`config.mk`:
```
export PLATFORM = sky130hd
export DESIGN_NAME = systolic_feeder
export DESIGN_NICKNAME = d
export VERILOG_FILES = /design/src/rtl/systolic_feeder_pkg.sv /design/src/rtl/feeder_lane_mux.sv /design/src/rtl/systolic_feeder.sv
export SDC_FILE = /design/constraint.sdc
export NUM_CORES = 1
export LEC_CHECK = 0
export ABC_CLOCK_PERIOD_IN_PS = 7000
export CORE_ASPECT_RATIO = 0.5
export CORE_MARGIN = 2
export CORE_UTILIZATION = 35
export DETAILED_ROUTE_END_ITERATION = 16
export PLACE_DENSITY_LB_ADDON = 0.1
export SYNTH_ARGS = -nofsm -noshare
export SYNTH_HDL_FRONTEND = slang
export SYNTH_SLANG_ARGS = --single-unit
```
`constraint.sdc`:
```
create_clock -name clk -period 7 [get_ports clk]
set_input_delay 1.4 -clock clk [delete_from_list [all_inputs] [get_ports clk]]
set_output_delay 1.4 -clock clk [all_outputs]
set_load 0.005 [all_outputs]
```
`src/rtl/systolic_feeder_pkg.sv`:
```
// Shared constants and types for the systolic operand feeder.
package systolic_feeder_pkg;

    localparam int unsigned N        = 4;
    localparam int unsigned DW       = 8;
    localparam int unsigned AW       = 2;
    localparam int unsigned BEAT_CNT = 2 * N - 1;
    localparam int unsigned TW       = $clog2(BEAT_CNT);
    // Skew difference is one bit wider than t so t-lane underflow is detectable.
    localparam int unsigned DIFW     = TW + 1;

    localparam logic WSEL_A = 1'b0;
    localparam logic WSEL_B = 1'b1;

    typedef enum logic [1:0] {
        ST_IDLE = 2'd0,
        ST_RUN  = 2'd1,
        ST_DONE = 2'd2
    } state_e;

endpackage

```
`src/rtl/feeder_lane_mux.sv`:
```
// Selects element (t - lane) from one buffered row/column, or 0 outside the skew window.
module feeder_lane_mux
    import systolic_feeder_pkg::*;
(
    input  logic [N*DW-1:0] vec,
    input  logic [AW-1:0]   lane,
    input  logic [TW-1:0]   t,
    output logic [DW-1:0]   elem_c
);

    logic [DIFW-1:0] diff_c;

    always_comb begin
        diff_c = {1'b0, t} - DIFW'(lane);
        elem_c = '0;
        if (diff_c < DIFW'(N)) begin
            elem_c = vec[diff_c[AW-1:0]*DW +: DW];
        end
    end

endmodule

```
`src/rtl/systolic_feeder.sv`:
```
// Buffers matrices A and B and streams skewed, zero-padded operands into the
// west (rows of A) and north (columns of B) edges of the PE array.
module systolic_feeder
    import systolic_feeder_pkg::*;
(
    input  logic            clk,
    input  logic            rst,
    input  logic            wr_en,
    input  logic            wr_sel,
    input  logic [AW-1:0]   wr_row,
    input  logic [AW-1:0]   wr_col,
    input  logic [DW-1:0]   wr_data,
    output logic            wr_ready,
    input  logic            start,
    output logic            busy,
    output logic            done,
    output logic [N*DW-1:0] west_data,
    output logic [N*DW-1:0] north_data,
    output logic            stream_valid
);

    state_e          state_q, state_d;
    logic [TW-1:0]   t_q, t_d;

    logic [DW-1:0]   a_q [N][N];
    logic [DW-1:0]   a_d [N][N];
    logic [DW-1:0]   b_q [N][N];
    logic [DW-1:0]   b_d [N][N];

    logic [N*DW-1:0] west_q, west_d;
    logic [N*DW-1:0] north_q, north_d;
    logic            valid_q, valid_d;
    logic            busy_q, busy_d;
    logic            done_q, done_d;
    logic            wr_ready_q, wr_ready_d;

    logic [N*DW-1:0] a_row_c [N];
    logic [N*DW-1:0] b_col_c [N];
    logic [DW-1:0]   west_lane_c [N];
    logic [DW-1:0]   north_lane_c [N];

    // State register
    always_ff @(posedge clk) begin
        if (!rst) begin
            state_q <= ST_IDLE;
            t_q     <= '0;
        end else begin
            state_q <= state_d;
            t_q     <= t_d;
        end
    end

    // Next-state and beat counter
    always_comb begin
        state_d = state_q;
        t_d     = t_q;
        case (state_q)
            ST_IDLE: begin
                if (start) begin
                    state_d = ST_RUN;
                    t_d     = '0;
                end
            end
            ST_RUN: begin
                if (t_q == TW'(BEAT_CNT - 1)) begin
                    state_d = ST_DONE;
                end else begin
                    t_d = t_q + TW'(1);
                end
            end
            ST_DONE: state_d = ST_IDLE;
            default: state_d = ST_IDLE;
        endcase
    end

    // Host writes land only in IDLE; a write on the start edge is seen by that run.
    always_comb begin
        a_d = a_q;
        b_d = b_q;
        if ((state_q == ST_IDLE) && wr_en) begin
            case (wr_sel)
                WSEL_A: a_d[wr_row][wr_col] = wr_data;
                WSEL_B: b_d[wr_row][wr_col] = wr_data;
                default: ;
            endcase
        end
    end

    // Flatten A rows and B columns for the lane muxes
    always_comb begin
        a_row_c = '{default: '0};
        b_col_c = '{default: '0};
        for (int i = 0; i < N; i++) begin
            for (int k = 0; k < N; k++) begin
                a_row_c[i][k*DW +: DW] = a_d[i][k];
                b_col_c[i][k*DW +: DW] = b_d[k][i];
            end
        end
    end

    for (genvar i = 0; i < N; i++) begin : g_lane
        feeder_lane_mux u_west_mux (
            .vec    (a_row_c[i]),
            .lane   (AW'(i)),
            .t      (t_d),
            .elem_c (west_lane_c[i])
        );
        feeder_lane_mux u_north_mux (
            .vec    (b_col_c[i]),
            .lane   (AW'(i)),
            .t      (t_d),
            .elem_c (north_lane_c[i])
        );
    end

    // Outputs are computed from the next state so they align with the state they describe.
    always_comb begin
        west_d     = '0;
        north_d    = '0;
        valid_d    = (state_d == ST_RUN);
        busy_d     = (state_d == ST_RUN);
        done_d     = (state_d == ST_DONE);
        wr_ready_d = (state_d == ST_IDLE);
        if (valid_d) begin
            for (int i = 0; i < N; i++) begin
                west_d[i*DW +: DW]  = west_lane_c[i];
                north_d[i*DW +: DW] = north_lane_c[i];
            end
        end
    end

    // Buffer and output registers
    always_ff @(posedge clk) begin
        if (!rst) begin
            a_q        <= '{default: '0};
            b_q        <= '{default: '0};
            west_q     <= '0;
            north_q    <= '0;
            valid_q    <= 1'b0;
            busy_q     <= 1'b0;
            done_q     <= 1'b0;
            wr_ready_q <= 1'b1;
        end else begin
            a_q        <= a_d;
            b_q        <= b_d;
            west_q     <= west_d;
            north_q    <= north_d;
            valid_q    <= valid_d;
            busy_q     <= busy_d;
            done_q     <= done_d;
            wr_ready_q <= wr_ready_d;
        end
    end

    assign west_data    = west_q;
    assign north_data   = north_q;
    assign stream_valid = valid_q;
    assign busy         = busy_q;
    assign done         = done_q;
    assign wr_ready     = wr_ready_q;

endmodule

```
# Word level (Yosys, flattened, before mapping)

Index checks and enable logic that the tools add are counted.

$add $sub $neg: 4
Reductions and logical operators: 9
Equality and inequality tests: 4
Bitwise logic cells: 2
Magnitude comparators: 8
Shift-type cells: 8
Multiplexer cells: 16

Operators by type and width:

| cell                  | count |
|---|---|
| $mux W128             | 4 |
| $bwmux W128           | 2 |
| $shiftx A32 B6 Y8     | 8 |
| $demux W32 S2         | 1 |
| $mux W32              | 1 |
| $demux W8 S2          | 1 |
| $lt A4 B3 Y1 const B  | 3 |
| $reduce_and A3 Y1     | 4 |
| $mux W8               | 1 |
| $sub A3 B2 Y4 const B | 2 |
| $ge A3 B3 Y1 const B  | 2 |
| $lt A3 B1 Y1 const B  | 2 |
| $mux W3               | 2 |
| $not A2 Y3            | 2 |
| $pmux W3 S2           | 1 |
| $eq A2 B1 Y1 const B  | 2 |
| $logic_not A2 Y1      | 2 |
| $mux W2               | 2 |
| $pmux W2 S2           | 1 |
| $sub A3 B1 Y4 const B | 1 |
| $add A3 B1 Y3 const B | 1 |
| $eq A3 B3 Y1 const B  | 1 |
| $logic_and A1 B1 Y1   | 3 |
| $lt A3 B3 Y1 const B  | 1 |
| $eq A2 B2 Y1 const B  | 1 |

Bits of input ports: 17
Word-level logic and storage cells: 96
Flip-flop bits (word level): 328
Output and inout bits: 68

# Depth between registers and ports, before layout

Word-level depth: 11
Gate-level depth with buffers: 12
Gate-level depth less buffers: 10

# By module

Synthesis repeated with hierarchy kept, for this count alone.

Cell total of the unflattened synthesis: 1603
Area total of the unflattened synthesis: 17365.4 um^2

By module, submodules not included:

| module          | sequential area each (um^2) | area each (um^2) | cells an instance | times used |
|---|---|---|---|---|
| systolic_feeder | 6566.3                      | 14672.8          | 1379              | 1 |
| feeder_lane_mux | 0.0                         | 336.6            | 28                | 8 |

# Worst setup path before layout

Ideal clock, no wire load.

Path kind: input -> register
Start point: in start
End point: reg north_q[28], in the netlist north_data[28]
Slack: 3.608 ns
Data required time: 6.942 ns
Library setup time: 0.058 ns
Stages on the path: 8
Path buffers: 1
Arrival: 3.334 ns
Cell sequence: o21bai_1 > a22oi_1 > inv_1 > ha_1 > or3_1 > a21oi_1 > buf_2 > o21a_1

Longest elaborated chain between the ends: 5
Elaborated cells on any way between the ends: 9
Classes of those cells: 1 x add/sub; 1 x order compare; 1 x eq/ne; 1 x shift; 4 x mux; 1 x reduce/logical

Ends and longest elaborated chain:

| element                                                   | RTL line               | RTL |
|---|---|---|
| start: declaration                                        | systolic_feeder.sv:14  | `input logic start,` |
| $mux W3 (*)                                               | systolic_feeder.sv:59  | `if (start) begin` |
| $pmux W3 S2 (*)                                           | systolic_feeder.sv:57  | `case (state_q)` |
| net g_lane[0].u_north_mux.diff_c[1]                       | feeder_lane_mux.sv:11  | `logic [DIFW-1:0] diff_c;` |
| $sub A3 B2 Y4 (*)                                         | feeder_lane_mux.sv:14  | `diff_c = {1'b0, t} - DIFW'(lane);` |
| branches (longest 2 deep; another with $shiftx A32 B6 Y8) | -                      |  |
| end signal: assignment                                    | systolic_feeder.sv:147 | `north_q <= north_d;` |
| end: declaration                                          | systolic_feeder.sv:31  | `logic [N*DW-1:0] north_q, north_d;` |

Mark *: on every way through the listed nets, which the timed path passes.
A chain may end at the register's enable or synchronous reset.

# Final worst setup path

Start point: in wr_sel
End point: reg north_q[14], in the netlist north_data[14]

Longest elaborated chain between the ends: 3

Ends and longest elaborated chain:

| element            | RTL line              | RTL |
|---|---|---|
| start: declaration | systolic_feeder.sv:9  | `input logic wr_sel,` |
| $mux W128          | systolic_feeder.sv:81 | `case (wr_sel)` |
| $mux W128          | systolic_feeder.sv:80 | `if ((state_q == ST_IDLE) && wr_en) begin` |
| $shiftx A32 B6 Y8  | feeder_lane_mux.sv:17 | `elem_c = vec[diff_c[AW-1:0]*DW +: DW];` |

No other way between the ends.

==> results_dict.tcl <==
set metrics [dict create \
    dp_cells 1877 \
    hp-start "b_q[80]" \
    p_leak_nw 6.09 \
    grtUsageTotal_pct 18.3 \
    finalNonFillerCells 1937 \
    critPathArrivalTime_ns 5.01 \
    die_height_um 144 \
    synthesis.area_mm2 0.0137 \
    cap_violations 0 \
    synth-edff-count 0 \
    holdPathEnd "b_q[80]" \
    synth_compound_area_share_pct 13.3 \
    ys_seq_area_share_pct 48.1 \
    final.setup_skew_ns 0.0115 \
    numCtsBuffers 34 \
    placed_area_mm2 0.0148 \
    viasPerCell 5.12 \
    slew_headroom_pct 9.72 \
    fin_ws_ns 2.42 \
    slowest_delay_ns 0.86 \
    clk_latency_ns 0.52 \
    hold_class "reg2reg" \
    critPathKind "in2reg" \
    synth_flop_cell "dfxtp_1" \
    ys_ff_latch 328 \
    wl_um 37600 \
    tns_ns 0 \
    post_drt_wl_per_cell_um 19.4 \
    drc 0 \
    rr_endpoint "west_data[27]" \
    syn_inst 1358 \
    io_pins 85 \
    holdPathStages 2 \
    status "completed" \
    diodes 0 \
    hpwl_um 22100 \
    synth_xor_area_share_pct 0.0641 \
    path_clk_slew_ns 0.07 \
    timing.fmax_mhz 218 \
    vias 9910 \
    nets 1407 \
    powerDensity_mw_per_mm2 249 \
    vdd_drop_max_mv 0.158 \
    io_buffers 84 \
    place_congestion 0.773 \
    cts-root-buf "clkbuf_16" \
    n_fill_cell 3764 \
    rows 51 \
    synthArstFlopShare_pct 0 \
    grt_pass1_vias 9727 \
    drive_above_1_share_pct 8.24 \
    yosysWarnings 0 \
    timing.final.crit_period_ns 4.58 \
    finalInstanceArea_mm2 0.0159 \
    cts_resized 0 \
    core_mm2 0.0387 \
    required_ns 7.43 \
    initial_core_util_pct 35.3 \
    synth_top_family_by_area "simple AND/OR/NAND/NOR gates" \
    reg2regPathDepth 10 \
    avgSynthCellArea_um2 10.1 \
    synth_cell_type_count 56 \
    drt-pass1-iter-count 4 \
    crit_path_start_kind "input port" \
    cp_max_fo 10 \
    finalMaxSlewViolations 0 \
    hold_violations 0 \
    power_w 0.00396 \
    synthMuxAreaShare_pct 16.2 \
    grt_pass1_wl_um 58100 \
    cts.sinks 328 \
    holdBufCountCts 0 \
    rr_startpoint "t_q[0]" \
    syn2layout_area_growth_pct 16.4 \
    path_cells "clkdlybuf4s50_1, nor4bb_1, nand3_1, a21oi_2, o32ai_1, or3_1, a31oi_1" \
    ant_nets 0 \
    rsz0062_at_grt "no" \
    die_w_um 283 \
    tightestPinTransition_ns 1.35 \
    htreeDepth 2 \
    worst_setup_path_end_kind "register" \
    clock_path_buffers 3 \
    r2r_slack_ns 3.12 \
    grt.overflow.total 0 \
    die_area_mm2 0.0407 \
    antenna_found_initial 0 \
    cts_setup_buffers 0 \
    cp_slowest_cell "nor4bb_1" \
    cts_tree "built" \
    synth_fp_nets 1382 \
    period_share_pct 65.4 \
    synthAdderAreaFrac_pct 0.641 \
    grt_max_degree 135 \
    setup_viol 0 \
    drt_iter0_markers 623 \
    synth_simple_gate_area_share_pct 18.0 \
    place_ws_ns 1.93 \
]
## where the power goes
part / internal (W) / switching, W / leakage, nW
clock: 0.00104 / 0.000761 / 0.542
sequential: 0.00188 / 0.00000562 / 2.64
combinational: 0.0000913 / 0.000184 / 2.91
total: 0.00301 / 0.000950 / 6.09
## cells in the final DEF, fill, tap and decap left out, types with 8 or more instances in the layout
cell | Yosys | layout
nand3_1 | 33 | 33
dfxtp_1 | 328 | 328
nor2b_1 | 223 | 223
nor2_1 | 24 | 22
nand2_2 | 12 | 16
nand3b_1 | 9 | 9
or3_1 | 9 | 9
o21ai_0 | 8 | 8
clkinv_2 | 1 | 10
clkdlybuf4s50_1 | 0 | 83
a31oi_1 | 9 | 9
mux2i_1 | 216 | 216
o32ai_1 | 8 | 8
o21a_1 | 57 | 57
o221ai_1 | 8 | 8
a21boi_0 | 40 | 40
clkbuf_16 | 0 | 35
nand2_1 | 70 | 66
clkbuf_1 | 77 | 8
a21oi_1 | 20 | 20
o22ai_1 | 96 | 96
or4_1 | 8 | 8
buf_4 | 4 | 18
## layer usage
| metal | vias to the layer above | wire length (µm) | global-route usage [%] |
|---|---|---|---|
| met1 | 4884 | 19000 | 25.6 |
| met2 | 137 | 16600 | 29.4 |
| li1 | 4826 | - | - |
| met5 | - | 0 | 0 |
| met4 | 0 | 835 | 4.98 |
| met3 | 63 | 1140 | 2.78 |
## area by class of cell
cell class	count	area [µm²]	area share (%)
clock inverters	13	123	0.771
flip-flops and latches	328	6570	41.3
well taps	530	663	4.17
clock buffers	47	961	6.04
inverters	8	31.3	0.197
repair buffers	101	966	6.07
multi-input cells	910	6600	41.5
## critical path: cells and delay by family
| family | cells | cell delay (ns) |
|---|---|---|
| compound gates | 3 | 1.03 |
| simple gates | 3 | 2.03 |
| buf+inv | 1 | 0.55 |
## metrics by stage
step | util (%) | hold slack, ns
final | 41.1 | 0.469
after global placement | 38.3 | 0.449
after detailed placement | 38.3 | 0.461
after CTS | 41.1 | 0.469
after global routing | 41.1 | 0.493
after floorplan | - | 0.437
## state kept, by name, indices dropped and copies added (netlist names)
register,count
busy,1
state_q,2
north_data,32
a_q,128
wr_ready,1
t_q,3
done,1
west_data,32
b_q,128
## worst max path at each step
stage / end / startpoint / slack, ns
2_1_floorplan: north_data[28] / start / 3.61
3_3_place_gp: north_data[14] / wr_sel / 2.00
3_5_place_dp: north_data[14] / wr_sel / 1.93
4_1_cts: north_data[14] / wr_sel / 2.45
5_1_grt: north_data[14] / wr_sel / 2.12
6_report: north_data[14] / wr_sel / 2.42
## cells in the mapped netlist (3+ instances only)
| library cell | instances | area, µm² |
|---|---|---|
| dfxtp_1 | 328 | 6570 |
| nor2b_1 | 223 | 1400 |
| mux2i_1 | 216 | 2160 |
| o22ai_1 | 96 | 601 |
| clkbuf_1 | 77 | 289 |
| nand2_1 | 70 | 263 |
| o21a_1 | 57 | 428 |
| a21boi_0 | 40 | 300 |
| nand3_1 | 33 | 165 |
| buf_2 | 25 | 125 |
| nor2_1 | 24 | 90.1 |
| a21oi_1 | 20 | 100 |
| nand2_2 | 12 | 75.1 |
| a31oi_1 | 9 | 56.3 |
| nand3b_1 | 9 | 67.6 |
| or3_1 | 9 | 56.3 |
| o21ai_0 | 8 | 40.0 |
| o221ai_1 | 8 | 70.1 |
| o32ai_1 | 8 | 70.1 |
| or4_1 | 8 | 60.1 |
| ha_1 | 7 | 87.6 |
| inv_1 | 7 | 26.3 |
| o221a_2 | 7 | 78.8 |
| nor2_2 | 5 | 31.3 |
| buf_1 | 4 | 15.0 |
| buf_4 | 4 | 30.0 |
| nand2b_1 | 4 | 25.0 |
| and2_1 | 3 | 18.8 |
| nand3_2 | 3 | 30.0 |
## cells by family after synthesis
family	after synthesis
multiplexers	219
AO/OA/AOI/OAI	262
AND/OR/NAND/NOR	421
flip-flops	328
XOR/XNOR	1
adder cells (fa/ha/maj)	7
buffers and inverters	120
(Power assumes the default switching activity.)
